===== src/rtl/sar_search8_pkg.sv =====
// Shared constants and state encoding for the sar_search8 successive-approximation engine.
// Optional feature macro: SAR_EARLY_EXIT_EN (consumed by sar_search8).
package sar_search8_pkg;

  localparam int unsigned WIDTH = 8;
  localparam int unsigned IDX_W = 3;

  localparam logic [WIDTH-1:0] TRIAL_INIT = 8'h80;

  typedef enum logic [1:0] {
    ST_IDLE   = 2'd0,
    ST_SEARCH = 2'd1,
    ST_DONE   = 2'd2
  } state_t;

endpackage


===== src/rtl/sar_search8_if.sv =====
// Handshake and comparator-side bus of sar_search8; slave is the engine, master drives start/flags.
interface sar_search8_if;
  import sar_search8_pkg::*;

  logic             start;
  logic             gt;
  logic             lt;
  logic             eq;
  logic [WIDTH-1:0] trial;
  logic             busy;
  logic             done;
  logic [WIDTH-1:0] result;
  logic             err;

  modport master (output start, gt, lt, eq,
                  input  trial, busy, done, result, err);

  modport slave  (input  start, gt, lt, eq,
                  output trial, busy, done, result, err);

endinterface


===== src/rtl/sar_search8_step.sv =====
// Combinational SAR step: decides bit idx of trial from the comparator flags and sets bit idx-1.
module sar_step
  import sar_search8_pkg::*;
(
  input  logic [WIDTH-1:0] trial,
  input  logic [IDX_W-1:0] idx,
  input  logic             gt,
  input  logic             lt,
  input  logic             eq,
  output logic [WIDTH-1:0] next_trial,
  output logic             flag_err
);

  // Non-one-hot flags are reported and resolved as "target below trial".
  always_comb begin
    flag_err   = !$onehot({gt, lt, eq});
    next_trial = trial;
    if (flag_err || lt) begin
      next_trial[idx] = 1'b0;
    end
    if (idx != '0) begin
      next_trial[idx - IDX_W'(1)] = 1'b1;
    end
  end

endmodule


===== src/rtl/sar_search8.sv =====
// sar_search8: SAR search FSM driving a comparator trial operand and latching the recovered value.
// Optional feature macro: SAR_EARLY_EXIT_EN (finish as soon as the comparator reports eq).
module sar_search8
  import sar_search8_pkg::*;
(
  input  logic          clk,
  input  logic          rst,
  sar_search8_if.slave  bus
);

  state_t           state, state_n;
  logic [WIDTH-1:0] trial_q, trial_n;
  logic [WIDTH-1:0] result_q, result_n;
  logic [IDX_W-1:0] idx_q, idx_n;
  logic             busy_q, busy_n;
  logic             done_q, done_n;
  logic             err_q, err_n;

  logic [WIDTH-1:0] step_trial;
  logic             step_err;
  logic             early_c;

  sar_step u_step (
    .trial      (trial_q),
    .idx        (idx_q),
    .gt         (bus.gt),
    .lt         (bus.lt),
    .eq         (bus.eq),
    .next_trial (step_trial),
    .flag_err   (step_err)
  );

`ifdef SAR_EARLY_EXIT_EN
  assign early_c = bus.eq && !step_err;
`else
  assign early_c = 1'b0;
`endif

  // State and registered outputs; an aborted search leaves the previous result in place.
  always_ff @(posedge clk) begin
    if (rst) begin
      state   <= ST_IDLE;
      trial_q <= '0;
      idx_q   <= '0;
      busy_q  <= 1'b0;
      done_q  <= 1'b0;
      err_q   <= 1'b0;
      if (state == ST_SEARCH) begin
        result_q <= result_q;
      end else begin
        result_q <= '0;
      end
    end else begin
      state    <= state_n;
      trial_q  <= trial_n;
      idx_q    <= idx_n;
      busy_q   <= busy_n;
      done_q   <= done_n;
      err_q    <= err_n;
      result_q <= result_n;
    end
  end

  // Next-state and next-output logic.
  always_comb begin
    state_n  = state;
    trial_n  = trial_q;
    idx_n    = idx_q;
    result_n = result_q;
    busy_n   = busy_q;
    done_n   = 1'b0;
    err_n    = err_q;

    unique case (state)
      ST_IDLE: begin
        if (bus.start) begin
          state_n = ST_SEARCH;
          trial_n = TRIAL_INIT;
          idx_n   = IDX_W'(WIDTH - 1);
          err_n   = 1'b0;
          busy_n  = 1'b1;
        end
      end
      ST_SEARCH: begin
        if (step_err) begin
          err_n = 1'b1;
        end
        if (early_c || idx_q == '0) begin
          state_n  = ST_DONE;
          result_n = early_c ? trial_q : step_trial;
          trial_n  = '0;
          busy_n   = 1'b0;
          done_n   = 1'b1;
        end else begin
          trial_n = step_trial;
          idx_n   = idx_q - IDX_W'(1);
        end
      end
      ST_DONE: begin
        state_n = ST_IDLE;
      end
      default: begin
        state_n = ST_IDLE;
        trial_n = '0;
        busy_n  = 1'b0;
      end
    endcase
  end

  assign bus.trial  = trial_q;
  assign bus.busy   = busy_q;
  assign bus.done   = done_q;
  assign bus.result = result_q;
  assign bus.err    = err_q;

endmodule


===== src/flat_wrapper.sv =====
// flat-port wrapper written by rule: the top's interface ports become plain ports
module sar_search8_flat import sar_search8_pkg::*;
  (clk, rst, bus_start, bus_gt, bus_lt, bus_eq, bus_trial, bus_busy, bus_done, bus_result, bus_err);
  sar_search8_if bus_i ();
  input  logic clk;
  input  logic rst;
  input wire logic [$bits(bus_i.start)-1:0] bus_start;
  input wire logic [$bits(bus_i.gt)-1:0] bus_gt;
  input wire logic [$bits(bus_i.lt)-1:0] bus_lt;
  input wire logic [$bits(bus_i.eq)-1:0] bus_eq;
  output wire logic [$bits(bus_i.trial)-1:0] bus_trial;
  output wire logic [$bits(bus_i.busy)-1:0] bus_busy;
  output wire logic [$bits(bus_i.done)-1:0] bus_done;
  output wire logic [$bits(bus_i.result)-1:0] bus_result;
  output wire logic [$bits(bus_i.err)-1:0] bus_err;
  assign bus_i.start = bus_start;
  assign bus_i.gt = bus_gt;
  assign bus_i.lt = bus_lt;
  assign bus_i.eq = bus_eq;
  assign bus_trial = bus_i.trial;
  assign bus_busy = bus_i.busy;
  assign bus_done = bus_i.done;
  assign bus_result = bus_i.result;
  assign bus_err = bus_i.err;
  sar_search8 u_core (.clk(clk), .rst(rst), .bus(bus_i));
endmodule

===== config.mk =====
export PLATFORM = sky130hd
export DESIGN_NAME = sar_search8_flat
export DESIGN_NICKNAME = d
export VERILOG_FILES = /design/src/rtl/sar_search8_pkg.sv /design/src/rtl/sar_search8_if.sv /design/src/rtl/sar_search8_step.sv /design/src/rtl/sar_search8.sv /design/src/flat_wrapper.sv
export SDC_FILE = /design/constraint.sdc
export NUM_CORES = 1
export LEC_CHECK = 0
export CAP_MARGIN = 25
export CORE_MARGIN = 2
export CORE_UTILIZATION = 30
export CTS_BUF_LIST = sky130_fd_sc_hd__clkbuf_16
export DETAILED_ROUTE_END_ITERATION = 12
export GPL_TIMING_DRIVEN = 0
export SYNTH_ARGS = -nofsm -noshare
export SYNTH_HDL_FRONTEND = slang
export SYNTH_SLANG_ARGS = --single-unit

===== constraint.sdc =====
create_clock -name clk -period 3.15 [get_ports clk]
set_input_delay 0.63 -clock clk [delete_from_list [all_inputs] [get_ports clk]]
set_output_delay 0.63 -clock clk [all_outputs]
set_load 0.05 [all_outputs]

==> results.cfg <==
[status]
status = completed

[timing]
fin_skew_ns = 0.00122
fmax_ghz = 0.372
setup_tns_ns = 0
hold_violations = 0
min_period_ns = 2.69
final_max_slew_viol_count = 0
fin_ws_ns = 0.459
finalCritPeriodShare = 0.854
tightest_slew_ns = 0.776
max-slew-margin-rel = 0.483
rsz0062_at_grt = no
setup_viol_count_final = 0

[worst_setup_path]
cp-end-kind = register
startpoint_type = input pin
cp_slowest_cell = nor3b_1
path_class = in2reg
crit_required_ns = 3.30
crit_arrival_ns = 2.84
cp_max_fo = 6
crit-reg2reg-launch = u_core.idx_q[0]
r2r_slack_ns = 1.16
cpPeakStageDelay_ns = 0.60
r2r_cells = 4
cp-startpoint = bus_lt
crit_chain = clkdlybuf4s50_1 -> inv_1 -> fa_1 -> nor3b_1 -> or3_1 -> a22oi_1 -> o31ai_1
rr_endpoint = u_core.bus.result[4]

[power]
totalPowerFinal_mw = 0.975
power_leakage_nw = 0.560
switchingPower_mw = 0.344
p_int_mw = 0.632
irDropWorstVdd_uv = 216
seqPwrFrac = 0.389
power_frac_clock = 0.278
p_per_area_nw_per_um2 = 617
power.share.combinational = 0.333
swShare = 0.352

[clock_tree]
ctsHtreeMaxLevel = 1
post_cts_resized = 0
path_clk_slew_ns = 0.06
cts_tree = done
clkLatencyLatePin_ns = 0.25
cts_setup_buffers = 0
cts_buffer_depth = 2
cts.sinks = 24
ctsHoldBuffers = 0
numCtsBuffers = 3
root_buffer = clkbuf_16

[synthesis]
synthFlopType = dfxtp_1
synth.top_cell.area_share = 0.265
synth.distinct_cells = 36
ys_top_cells_by_area = dfxtp_1 27%, edfxtp_1 20%, nor2_1 6.2%
synthCells = 134
yosysTopAreaCell = dfxtp_1
ys_seq_area_frac = 0.464
synth_area_um2 = 1210
synth_nets = 144
ys_ff_latch = 24
ys_warn_count = 0
syn_avg_cell_area_um2 = 9.02
synth_edf_count = 8
synth_async_sr_flop_share = 0

[final_layout]
design_area_um2 = 1580
fill_cells = 395
num_antenna_cells = 0
finalNetCount = 172
syn_to_final_growth_pct = 30.7
drive_above_1_share = 0.0621

[global_route]
grt_max_degree = 14
track_usage = 0.131
grt_pass1_wl_um = 4580
overflow = 0
grt_pass1_vias = 946
grt_antenna_before_repair = 0

[detailed_routing]
drt-pass1-iter-count = 4
finalWirelength_um = 2850
dr_total_vias = 1079
drt_iter0_markers = 63
drt_drc_violations_left = 0
routedWlPerCell_um = 13.5
viasPerCell = 5.11
antenna_left = 0

[place]
io_buffers = 23
placed_area_um2 = 1500
globalplace.congestion = 0.879
post-dp-hpwl_um = 2120
preCtsSetupSlack_ns = 0.224

[floorplan]
num_io_pins = 25
rows = 23
core_um2 = 3940
initial_core_util = 0.307
fp.dieW_um = 67.5
die_y_um = 67.5
dieArea_um2 = 4550

[hold_path]
hold_end = u_core.bus.trial[4]
whs_path_depth = 2
hold_start = u_core.bus.trial[4]
min_path_type = reg2reg

[flow_run]
cap_violations = 0
==> state kept, by name, summed over array words and instances (netlist names) <==
name,cells
u_core.bus.busy,1
u_core.bus.done,1
u_core.bus.err,1
u_core.bus.result,8
u_core.bus.trial,8
u_core.idx_q,3
u_core.state,2
==> how the worst max path moves through the flow <==
| stage | cells past startpoint | endpoint |
|---|---|---|
| 2_1_floorplan | 6 | u_core.bus.result[1] |
| 3_3_place_gp | 7 | u_core.bus.trial[0] |
| 3_5_place_dp | 7 | u_core.bus.trial[0] |
| 4_1_cts | 7 | u_core.bus.trial[7] |
| 5_1_grt | 7 | u_core.bus.result[6] |
| 6_report | 7 | u_core.bus.trial[7] |
==> layer usage <==
layer | global-route usage | routed length [um] | vias up
met3 | 0.0150 | 128 | 2
met1 | 0.181 | 1280 | 493
li1 | - | - | 543
met2 | 0.214 | 1430 | 41
met4 | 0.0383 | 13 | 0
met5 | 0 | 0 | -
==> cell usage after synthesis (3+ instances only) <==
| cell type | n |
|---|---|
| dfxtp_1 | 16 |
| a21oi_1 | 6 |
| nor2_1 | 20 |
| a211oi_1 | 3 |
| nand2b_1 | 5 |
| inv_1 | 12 |
| o31ai_1 | 3 |
| edfxtp_1 | 8 |
| o21ai_0 | 3 |
| a31oi_1 | 6 |
| nand2_1 | 8 |
| a22oi_1 | 5 |
| ha_1 | 3 |
| or4_1 | 3 |
| o32ai_1 | 4 |
==> worst max-delay path: cells and delay by family <==
| kind | cells | cell delay, ns |
|---|---|---|
| AO/OA/AOI/OAI | 2 | 0.35 |
| buffers and inverters | 2 | 0.57 |
| AND/OR/NAND/NOR | 2 | 0.80 |
| adder cells (fa/ha/maj) | 1 | 0.49 |
==> cells by family after synthesis <==
kind of cell | synth area share
AND/OR/NAND/NOR | 0.208
AO/OA/AOI/OAI | 0.201
flip-flops | 0.464
buffers and inverters | 0.0611
adder cells (fa/ha/maj) | 0.0476
multiplexers | 0.0186
==> power groups by stage <==
stage / sequential, mW / clock [mW] / combinational [mW]
global placement: 0.384 / 0 / 0.316
floorplan: 0.463 / 0 / 0.151
finish: 0.379 / 0.271 / 0.325
global route: 0.382 / 0.285 / 0.353
CTS: 0.379 / 0.273 / 0.323
detailed placement: 0.385 / 0 / 0.320
==> cells in the final DEF (no fill, tap or decap), types with 3 or more instances in the layout <==
master            n
inv_1            13
ha_1              3
o32ai_1           4
a21oi_1           6
clkdlybuf4s50_1  23
o21ai_0           3
o31ai_1           3
or4_1             3
edfxtp_1          8
clkbuf_16         3
dfxtp_1          16
nor2_1           20
a31oi_1           6
a22oi_1           5
a211oi_1          3
nand2_1           8
nand2b_1          5
==> stage by stage <==
step,util,hold WS (ns),instances
global route,0.401,0.513,211
finish,0.401,0.472,211
floorplan,-,0.511,134
CTS,0.401,0.469,211
global placement,0.381,0.458,207
detailed placement,0.381,0.458,207
==> final cells by class <==
class                   count  area [um^2]  share of cell area
multi-input cells          91          574               0.363
flip-flops and latches     24          561               0.355
repair buffers             23          230               0.146
clock buffers               3         75.1              0.0475
well taps                  50         62.6              0.0396
inverters                  14         52.6              0.0333
plain buffers               5         21.3              0.0135
clock inverters             1         3.75             0.00238
No activity file was read; power rests on OpenSTA's default activity.
==> RTL change (config.mk and constraints unchanged) <==
The 3 states of `state_t` get a one-hot encoding in 3 bits.
--- a/src/rtl/sar_search8_pkg.sv
+++ b/src/rtl/sar_search8_pkg.sv
@@ -7,10 +7,10 @@
 
   localparam logic [WIDTH-1:0] TRIAL_INIT = 8'h80;
 
-  typedef enum logic [1:0] {
-    ST_IDLE   = 2'd0,
-    ST_SEARCH = 2'd1,
-    ST_DONE   = 2'd2
+  typedef enum logic [2:0] {
+    ST_IDLE   = 3'b001,
+    ST_SEARCH = 3'b010,
+    ST_DONE   = 3'b100
   } state_t;
 
 endpackage
Check against the original RTL: same outputs for any inputs over 10 cycles, from zero or initial values and one cycle with rst high; not proved beyond that.
==> RTL change against the unedited design <==
Sequential cell count grew 1; design area grew 10%; sequential power shrank 4%; worst setup slack gained 14 ps; first-iteration DRC count grew 140%; routed wire length grew 25%; critical path type unchanged; via count grew 18%; critical endpoint is now u_core.bus.result[6]; total power shrank 9.2%; area after synthesis grew 12%; clock skew grew 3.4 ps.
==> RTL change: results (changes against the unedited design) <==
The run finished with clean final reports. The logs give 14 (unchanged) for the maximum number of pins on one net before global-route repair and 227 (+7.6%) for the post-route non-filler standard cell count. Global-route usage over all layers: 14.89% (+1.8 points). The class of the most critical hold timing path was flop to flop. For the clock network power, the log shows 0.280 mW (+3%). Arrival time at the worst endpoint: 2740 ps (-100 ps). The post-detailed-placement half-perimeter wirelength came out at 2578 microns (+22%). Clock-pin slew on the worst setup and hold paths: 60 ps (about the same).

The wire length of the first global-routing pass is 6030 microns (+32%), and the mean instance size in the synthesized netlist is 9.218 sq um (+2.2%). The number of DRC markers after the initial detailed-route iteration was 149 (+140%). The depth of the most critical reg-to-reg path was 8 (+4); the worst setup timing slack at the placement stage was 232.0 ps (+7.529 ps). The filler cell count in the final layout was 432 (+9.4%).

The number of buffers added on ports was 24 (+4.3%); the sequential fraction of the synthesis area was 42.84% (-3.5 points). The cell type of the slowest stage on the worst timing path is sky130_fd_sc_hd__clkdlybuf4s50_1. The power spent charging and discharging nets came out at 0.2868 mW (-17%). Number of antenna violations at the first check in global routing: 0 (unchanged).

After synthesis, the most frequently instantiated cells are 17 x sky130_fd_sc_hd__dfxtp_1, 15 x sky130_fd_sc_hd__a21oi_1, 10 x sky130_fd_sc_hd__inv_1, 10 x sky130_fd_sc_hd__nand2_1. The logs give 186 (+8.1%) for the final net count and 47 (+31%) for the unique cell type count in the Yosys netlist. The proportion of layout cells with a drive suffix above 1 came out at 8.000% (+1.8 points). The terminating pin of the worst hold path was u_core.bus.busy. For the final worst clock skew, the log shows 4.577 ps (+3.358 ps).

The number of global-route vias before repair is 1,259 (+33%). The placed cell count is 223 (+7.7%), and the vias per cell is 5.626 (+10%). Total power consumption of the routed design: 0.8855 mW (-9.2%). The normalized max-slew margin is 32.21% (-16 points), and the leakage dissipation is 0.6096 nW (+8.8%). The worst flop-to-flop path endpoint was u_core.bus.result[2]. The longest individual stage delay on the worst path was 520 ps (-80 ps); the largest voltage drop on the vdd net was 195.2 uV (-9.6%). Final weighted congestion in routability-driven placement: 0.8751 (-0.47%). Clock buffer count from CTS: 3 (unchanged). The number of nets in the synthesized netlist came out at 157 (+9.0%). After synthesis, the cell types taking the most area are sky130_fd_sc_hd__dfxtp_1 25%, sky130_fd_sc_hd__edfxtp_1 18%, sky130_fd_sc_hd__a21oi_1 5.5%. The share of power burned in combinational logic is 27.2% (-6.1 points), and the number of detailed-route iterations in the first pass is 4 (unchanged).

The slack of the worst reg-to-reg path was 550 ps (-610 ps). The later-pin clock latency in the skew report came out at 260 ps. Maximum clock insertion buffer count: 2 (unchanged). In this run the most critical hold path is launched from u_core.bus.busy.

The worst-case hold slack is 485.1 ps (+13.37 ps), and the routed length per instance is 15.64 microns (+16%).
==> RTL change: logic make-up (layout without fill, tap and decap cells) <==
kind of cell | count (synthesis) | count (layout) | synth area share, %
AOI/OAI and AO/OA | 53 | 53 | 28.07
adders and majority gates | 4 | 4 | 4.248
xor gates and xnor gates | 2 | 2 | 1.293
DFF | 25 | 25 | 42.84
and+or+nand+nor | 42 | 42 | 16.99
buffers and inverters | 21 | 49 | 6.555
==> RTL change: metrics by stage <==
stage	cell area, sq um	util, %
finish	1739	39.94
CTS	1739	39.94
floorplan	1355	-
detailed placement	1660	38.13
global route	1739	39.94
global placement	1660	38.13
==> RTL change: area by class of cell <==
class,instances,area share (%)
tap,52,3.741
clock inverter,1,0.2158
buffer,10,2.734
multi-input combinational,101,39.42
timing repair buffer,24,13.81
inverter,11,2.374
clock buffer,3,4.317
sequential,25,33.38
==> RTL change: how the worst max path moves through the flow <==
stage / from / to / slack (ps) / cells after the start
6_report: bus_lt / u_core.bus.result[6] / 470 / 8
5_1_grt: bus_lt / u_core.bus.result[6] / 280 / 8
4_1_cts: bus_lt / u_core.bus.trial[7] / 490 / 8
3_3_place_gp: bus_lt / u_core.bus.result[6] / 270 / 8
2_1_floorplan: bus_eq / u_core.bus.trial[7] / 900 / 7
3_5_place_dp: bus_lt / u_core.bus.trial[7] / 230 / 8
==> RTL change: routing by layer <==
layer | track usage (%) | part of all wire, % | vias to the layer above
li1 | - | - | 612
met1 | 19.17 | 43 | 600
met2 | 23.25 | 47 | 58
met3 | 3.419 | 7.0 | 7
met4 | 7.757 | 2.2 | 0
met5 | 0 | 0 | -
==> RTL change: critical path, delay by kind of cell <==
family / cells / cell delay (ps)
adder cells (fa/ha/maj): 1 / 460
AND/OR/NAND/NOR: 4 / 880
buffers and inverters: 3 / 770
